<file path="src/rtl/dmem_arbiter.sv">
// Two-requester arbiter for the single-port data memory: core (0) and loader (1).
// Combinational grant and memory drive; registered read data, rvalid and range error.
module dmem_arbiter #(
    parameter int unsigned DEPTH    = 8,
    parameter int unsigned MAX_LOCK = 4
) (
    input  logic        clk_i,
    input  logic        rst_i,
    input  logic        core_req_i,
    input  logic        core_we_i,
    input  logic [63:0] core_adr_i,
    input  logic [63:0] core_wdata_i,
    output logic        core_gnt_o,
    output logic        core_stall_o,
    output logic        core_rvalid_o,
    output logic [63:0] core_rdata_o,
    input  logic        ldr_req_i,
    input  logic        ldr_we_i,
    input  logic [63:0] ldr_adr_i,
    input  logic [63:0] ldr_wdata_i,
    input  logic        ldr_lock_i,
    output logic        ldr_gnt_o,
    output logic        ldr_stall_o,
    output logic        ldr_rvalid_o,
    output logic [63:0] ldr_rdata_o,
    output logic        err_o,
    output logic [63:0] mem_adr_o,
    output logic [63:0] mem_datain_o,
    output logic        mem_w_o,
    output logic        mem_r_o,
    input  logic [63:0] mem_dataout_i
);

    localparam int unsigned CntW = $clog2(MAX_LOCK + 1);

    // last_q: 0 = core granted last, 1 = loader granted last
    logic            last_q, last_d;
    logic            locked_q, locked_d;
    logic            fair_q, fair_d;
    logic [CntW-1:0] lock_cnt_q, lock_cnt_d;
    logic            core_rvalid_q, ldr_rvalid_q, err_q;
    logic [63:0]     core_rdata_q, ldr_rdata_q;

    logic            gnt_core, gnt_ldr, gnt_any;
    logic            sel_we, in_range;
    logic [63:0]     sel_adr, sel_wdata, rd_val;

    always_comb begin
        gnt_core = 1'b0;
        gnt_ldr  = 1'b0;
        if (locked_q && ldr_req_i && !fair_q) begin
            gnt_ldr = 1'b1;
        end else if (core_req_i && ldr_req_i) begin
            if (fair_q || last_q) gnt_core = 1'b1;
            else                  gnt_ldr  = 1'b1;
        end else if (core_req_i) begin
            gnt_core = 1'b1;
        end else if (ldr_req_i) begin
            gnt_ldr = 1'b1;
        end
    end

    assign gnt_any   = gnt_core | gnt_ldr;
    assign sel_we    = gnt_ldr ? ldr_we_i    : core_we_i;
    assign sel_adr   = gnt_ldr ? ldr_adr_i   : core_adr_i;
    assign sel_wdata = gnt_ldr ? ldr_wdata_i : core_wdata_i;
    assign in_range  = sel_adr < 64'(DEPTH);
    assign rd_val    = in_range ? mem_dataout_i : 64'd0;

    assign mem_adr_o    = gnt_any ? sel_adr   : 64'd0;
    assign mem_datain_o = gnt_any ? sel_wdata : 64'd0;
    assign mem_r_o      = gnt_any & ~sel_we;
    assign mem_w_o      = gnt_any & sel_we & in_range;

    assign core_gnt_o   = gnt_core;
    assign ldr_gnt_o    = gnt_ldr;
    assign core_stall_o = core_req_i & ~gnt_core;
    assign ldr_stall_o  = ldr_req_i & ~gnt_ldr;

    always_comb begin
        last_d     = gnt_any ? gnt_ldr : last_q;
        locked_d   = locked_q;
        lock_cnt_d = lock_cnt_q;
        fair_d     = gnt_any ? 1'b0 : fair_q;
        if (!ldr_req_i || !ldr_lock_i) begin
            locked_d   = 1'b0;
            lock_cnt_d = '0;
        end else if (gnt_ldr) begin
            // Forced release hands the next contested cycle to the core
            if (lock_cnt_q + 1'b1 == CntW'(MAX_LOCK)) begin
                locked_d   = 1'b0;
                lock_cnt_d = '0;
                fair_d     = 1'b1;
            end else begin
                locked_d   = 1'b1;
                lock_cnt_d = lock_cnt_q + 1'b1;
            end
        end
    end

    always_ff @(posedge clk_i) begin
        if (rst_i) begin
            last_q        <= 1'b1;
            locked_q      <= 1'b0;
            lock_cnt_q    <= '0;
            fair_q        <= 1'b0;
            core_rvalid_q <= 1'b0;
            ldr_rvalid_q  <= 1'b0;
            core_rdata_q  <= 64'd0;
            ldr_rdata_q   <= 64'd0;
            err_q         <= 1'b0;
        end else begin
            last_q        <= last_d;
            locked_q      <= locked_d;
            lock_cnt_q    <= lock_cnt_d;
            fair_q        <= fair_d;
            core_rvalid_q <= gnt_core & ~sel_we;
            ldr_rvalid_q  <= gnt_ldr & ~sel_we;
            err_q         <= gnt_any & ~in_range;
            if (gnt_core && !sel_we) core_rdata_q <= rd_val;
            if (gnt_ldr && !sel_we)  ldr_rdata_q  <= rd_val;
        end
    end

    assign core_rvalid_o = core_rvalid_q;
    assign ldr_rvalid_o  = ldr_rvalid_q;
    assign core_rdata_o  = core_rdata_q;
    assign ldr_rdata_o   = ldr_rdata_q;
    assign err_o         = err_q;

endmodule

</file>
<file path="config.mk">
export PLATFORM = sky130hd
export DESIGN_NAME = dmem_arbiter
export DESIGN_NICKNAME = d
export VERILOG_FILES = /design/src/rtl/dmem_arbiter.sv
export SDC_FILE = /design/constraint.sdc
export NUM_CORES = 1
export LEC_CHECK = 0
export ABC_CLOCK_PERIOD_IN_PS = 3500
export CAP_MARGIN = 10
export CORE_AREA = 2 2 231 233
export CTS_BUF_LIST = sky130_fd_sc_hd__clkbuf_8
export DETAILED_ROUTE_END_ITERATION = 10
export DIE_AREA = 0 0 233 235
export GPL_TIMING_DRIVEN = 0
export SLEW_MARGIN = 30
export SYNTH_ARGS = -nofsm -noshare
export SYNTH_HDL_FRONTEND = slang
export SYNTH_SLANG_ARGS = --single-unit
</file>
<file path="constraint.sdc">
create_clock -name clk_i -period 3.5 [get_ports clk_i]
set_input_delay 0.7 -clock clk_i [delete_from_list [all_inputs] [get_ports clk_i]]
set_output_delay 0.7 -clock clk_i [all_outputs]
set_load 0.005 [all_outputs]
</file>
==> impl_metrics.toml <==
[timing]
finalSetupTns_ns = 0
slew_viol_final = 0
final.setup_skew_ns = 0.0241
relSlewSlack_pct = 49.2
fin_crit_sh_pct = 98.9
finalHoldViolations = 0
rsz0062_at_grt = "yes"
final.setup.worst_slack_ns = 0.0389
setup_viol = 0
worst_pin_slew_ns = 0.761
fin_crit_ns = 3.46
fmaxAchievable_mhz = 289

[detailed_routing]
antenna_left = 0
wl_um = 43500
vias = 7506
route.detailed.drc = 0
drt-vias-per-instance = 4.04
firstDrtPassIters = 4
dr.first_iter.drc_count = 224
routedWlPerCell_um = 23.4

[global_routing]
grt_pass1_wl_um = 58200
grt_usage_pct = 15.2
grt-ovfl-total = 0
grt_max_degree = 17
antenna_found_initial = 2
grt_pass1_vias = 7944

[clock_network]
cts_tree = "done"
cts_max_path_buffers = 2
numClockSinks = 137
clk_latency_ns = 0.54
ctsRootBufferMaster = "clkbuf_8"
htree_levels = 4
clkTransAtPathRegs_ns = 0.09
cts_made_buffers = 17

[flow_run]
drv_cap = 0

[power_and_ir_drop]
p_switching_mw = 1.29
p_leak_nw = 5.25
p_comb_share_pct = 28.6
vdd_drop_max_uv = 246
power_frac_seq_pct = 38.7
cellPowerDensity_mw_per_mm2 = 301
intPower_mw = 2.75
power.share.clock_pct = 32.6
swShare_pct = 31.9
total_power_mw = 4.03

[setup_path]
r2r_slack_ns = 0.79
cp.required_ns = 2.80
crit_arrival_ns = 2.76
crit_type = "in -> out"
startpoint_type = "input port"
path_max_fanout = 2
crit_path_end_kind = "output pin"

[synth]
synthXorXnorAreaFrac_pct = 0
syn_inst = 539
ys_types = 34
synth_seq_cells = 137
avgSynthCellArea_um2 = 10.9
synth_compound_area_share_pct = 40.7
synth-seq-area-share_pct = 46.6
synth-adder-area-share_pct = 0.638
synthSimpleGateAreaFrac_pct = 6.94
syn_nets = 869
syn_area_mm2 = 0.00588
synthMuxAreaShare_pct = 0.170
ys_warn_count = 0
synth_top_family_by_area = "compound AO/OA/AOI/OAI gates"

[floorplanning]
ios = 592
core_mm2 = 0.0522
fp.dieArea_mm2 = 0.0548
start_util_pct = 11.3
die_h_um = 235
die_w_um = 233
core.rowCount = 84

[outcome]
outcome = "complete, no violations"

[cells_and_area]
final_nets = 1484
areaGrowthSynthToFinish_pct = 128
stdcell_count = 1857
utilization_pct = 25.7
drive_gt1_share_pct = 14.5
fillers = 5593

[worst_hold_path]
holdCritPathClass = "reg -> reg"

[placement]
dp_hpwl_um = 37200
gp_congestion = 0.884
port_buffers = 590
pre_cts_slack_ns = -1.27
dp_cells = 1818
-- per-layer routing --
layer	wire, µm	global-route usage (%)	part of all wire [%]	up-vias
li1	-	-	-	3453
met2	20500	25.7	47	405
met3	4860	7.55	11	60
met4	1630	6.72	3.7	2
met1	16500	15.9	38	3586
met5	13	0	0.030	-
-- layout by cell type, fill, tap and decap left out, types with 7 or more instances in the layout --
master | netlist | routed
nand2_1 | 8 | 8
clkdlybuf4s50_1 | 0 | 493
buf_6 | 7 | 8
buf_2 | 7 | 12
nor4_2 | 0 | 19
clkbuf_1 | 38 | 13
a22o_2 | 39 | 39
dfxtp_1 | 137 | 137
dlymetal6s2s_1 | 0 | 20
a22o_1 | 217 | 217
clkbuf_4 | 0 | 10
clkbuf_2 | 0 | 12
dlygate4sd2_1 | 0 | 64
clkdlybuf4s15_1 | 0 | 7
clkbuf_8 | 0 | 19
-- synth_stat cells --
library cell,count,area share [%]
a32oi_1,1,0.15
nand2_1,8,0.51
a21oi_1,5,0.43
and4b_2,1,0.19
a21boi_2,1,0.19
nand3b_1,1,0.13
nand4_1,5,0.53
nand3_1,1,0.085
buf_2,7,0.60
or4_4,2,0.38
a22oi_1,1,0.13
nor2_1,8,0.51
nor2b_1,3,0.32
inv_2,2,0.13
inv_1,4,0.26
dfxtp_1,137,47
o21ai_2,1,0.15
nor3_1,7,0.60
a22o_2,39,6.6
clkbuf_1,38,2.4
buf_6,7,1.3
or4_1,1,0.13
buf_1,3,0.19
mux2i_1,1,0.17
a211oi_1,1,0.13
a221oi_4,1,0.45
a22o_1,217,32
a31oi_1,1,0.11
and4_1,2,0.30
nor3b_1,1,0.13
ha_1,3,0.64
or3b_2,1,0.15
nor4_1,27,2.9
nand2b_1,1,0.11
-- path summary, 6_finish.rpt --
kind / start / end / cells past startpoint
hold reg to reg: lock_cnt_q[1]$_SDFFE_PP0N_ / lock_cnt_q[1]$_SDFFE_PP0N_ / 2
setup / recovery: core_adr_i[53] / mem_w_o / 7
hold / removal: lock_cnt_q[1]$_SDFFE_PP0N_ / lock_cnt_q[1]$_SDFFE_PP0N_ / 2
setup reg to reg: locked_q$_SDFFE_PP0N_ / core_rdata_o[2]$_SDFFE_PP0P_ / 9
-- critical path: stages --
cell and delay [ns]:
clkdlybuf4s50_1 0.44, nor4_2 0.18, nand4_1 0.20, or4_4 0.54, a22oi_2 0.33, nor3b_2 0.21, buf_2 0.16
-- power by group through the flow --
stage / combinational [mW] / clock [mW] / sequential (mW)
2_1_floorplan: 0.258 / 0 / 1.60
3_3_place_gp: 1.16 / 0 / 1.60
3_5_place_dp: 1.16 / 0 / 1.60
4_1_cts: 1.17 / 1.39 / 1.56
5_1_grt: 1.22 / 1.43 / 1.56
6_report: 1.16 / 1.32 / 1.56
-- final cells by class --
| cell class | count | area, µm² | area share, % |
|---|---|---|---|
| timing repair buffer | 596 | 5940 | 44.3 |
| multi-input combinational | 341 | 3100 | 23.1 |
| sequential | 137 | 2740 | 20.5 |
| tap | 688 | 861 | 6.42 |
| buffer | 55 | 345 | 2.58 |
| clock buffer | 17 | 234 | 1.75 |
| clock inverter | 15 | 148 | 1.10 |
| inverter | 6 | 25.0 | 0.187 |
| antenna | 2 | 5.00 | 0.0373 |
-- sequential cells by signal (all words and copies together) (netlist names) --
name           flops
core_rdata_o      64
core_rvalid_o      1
err_o              1
fair_q             1
last_q             1
ldr_rdata_o       64
ldr_rvalid_o       1
lock_cnt_q         3
locked_q           1
-- kinds of logic (layout without fill, tap and decap cells) --
| family | Yosys count | in the layout |
|---|---|---|
| AO/OA/AOI/OAI | 268 | 268 |
| adder cells (fa/ha/maj) | 3 | 3 |
| multiplexers | 1 | 1 |
| AND/OR/NAND/NOR | 69 | 69 |
| flip-flops | 137 | 137 |
| buffers and inverters | 61 | 689 |
| other | 0 | 2 |
-- stage by stage --
step           hold WS, ns  instance area (µm²)
2_1_floorplan        0.440                 5880
3_5_place_dp         0.463                12700
4_1_cts              0.483                13300
3_3_place_gp         0.462                12600
6_report             0.481                13400
5_1_grt              0.497                13400
-- repair_timing --
item	in CTS	in global routing
resized for setup	165	49
setup endpoints to repair	132	53
pin swaps	29	10
setup buffers	4	1
hold buffers	0	0
No activity file was read; power rests on OpenSTA's default activity.
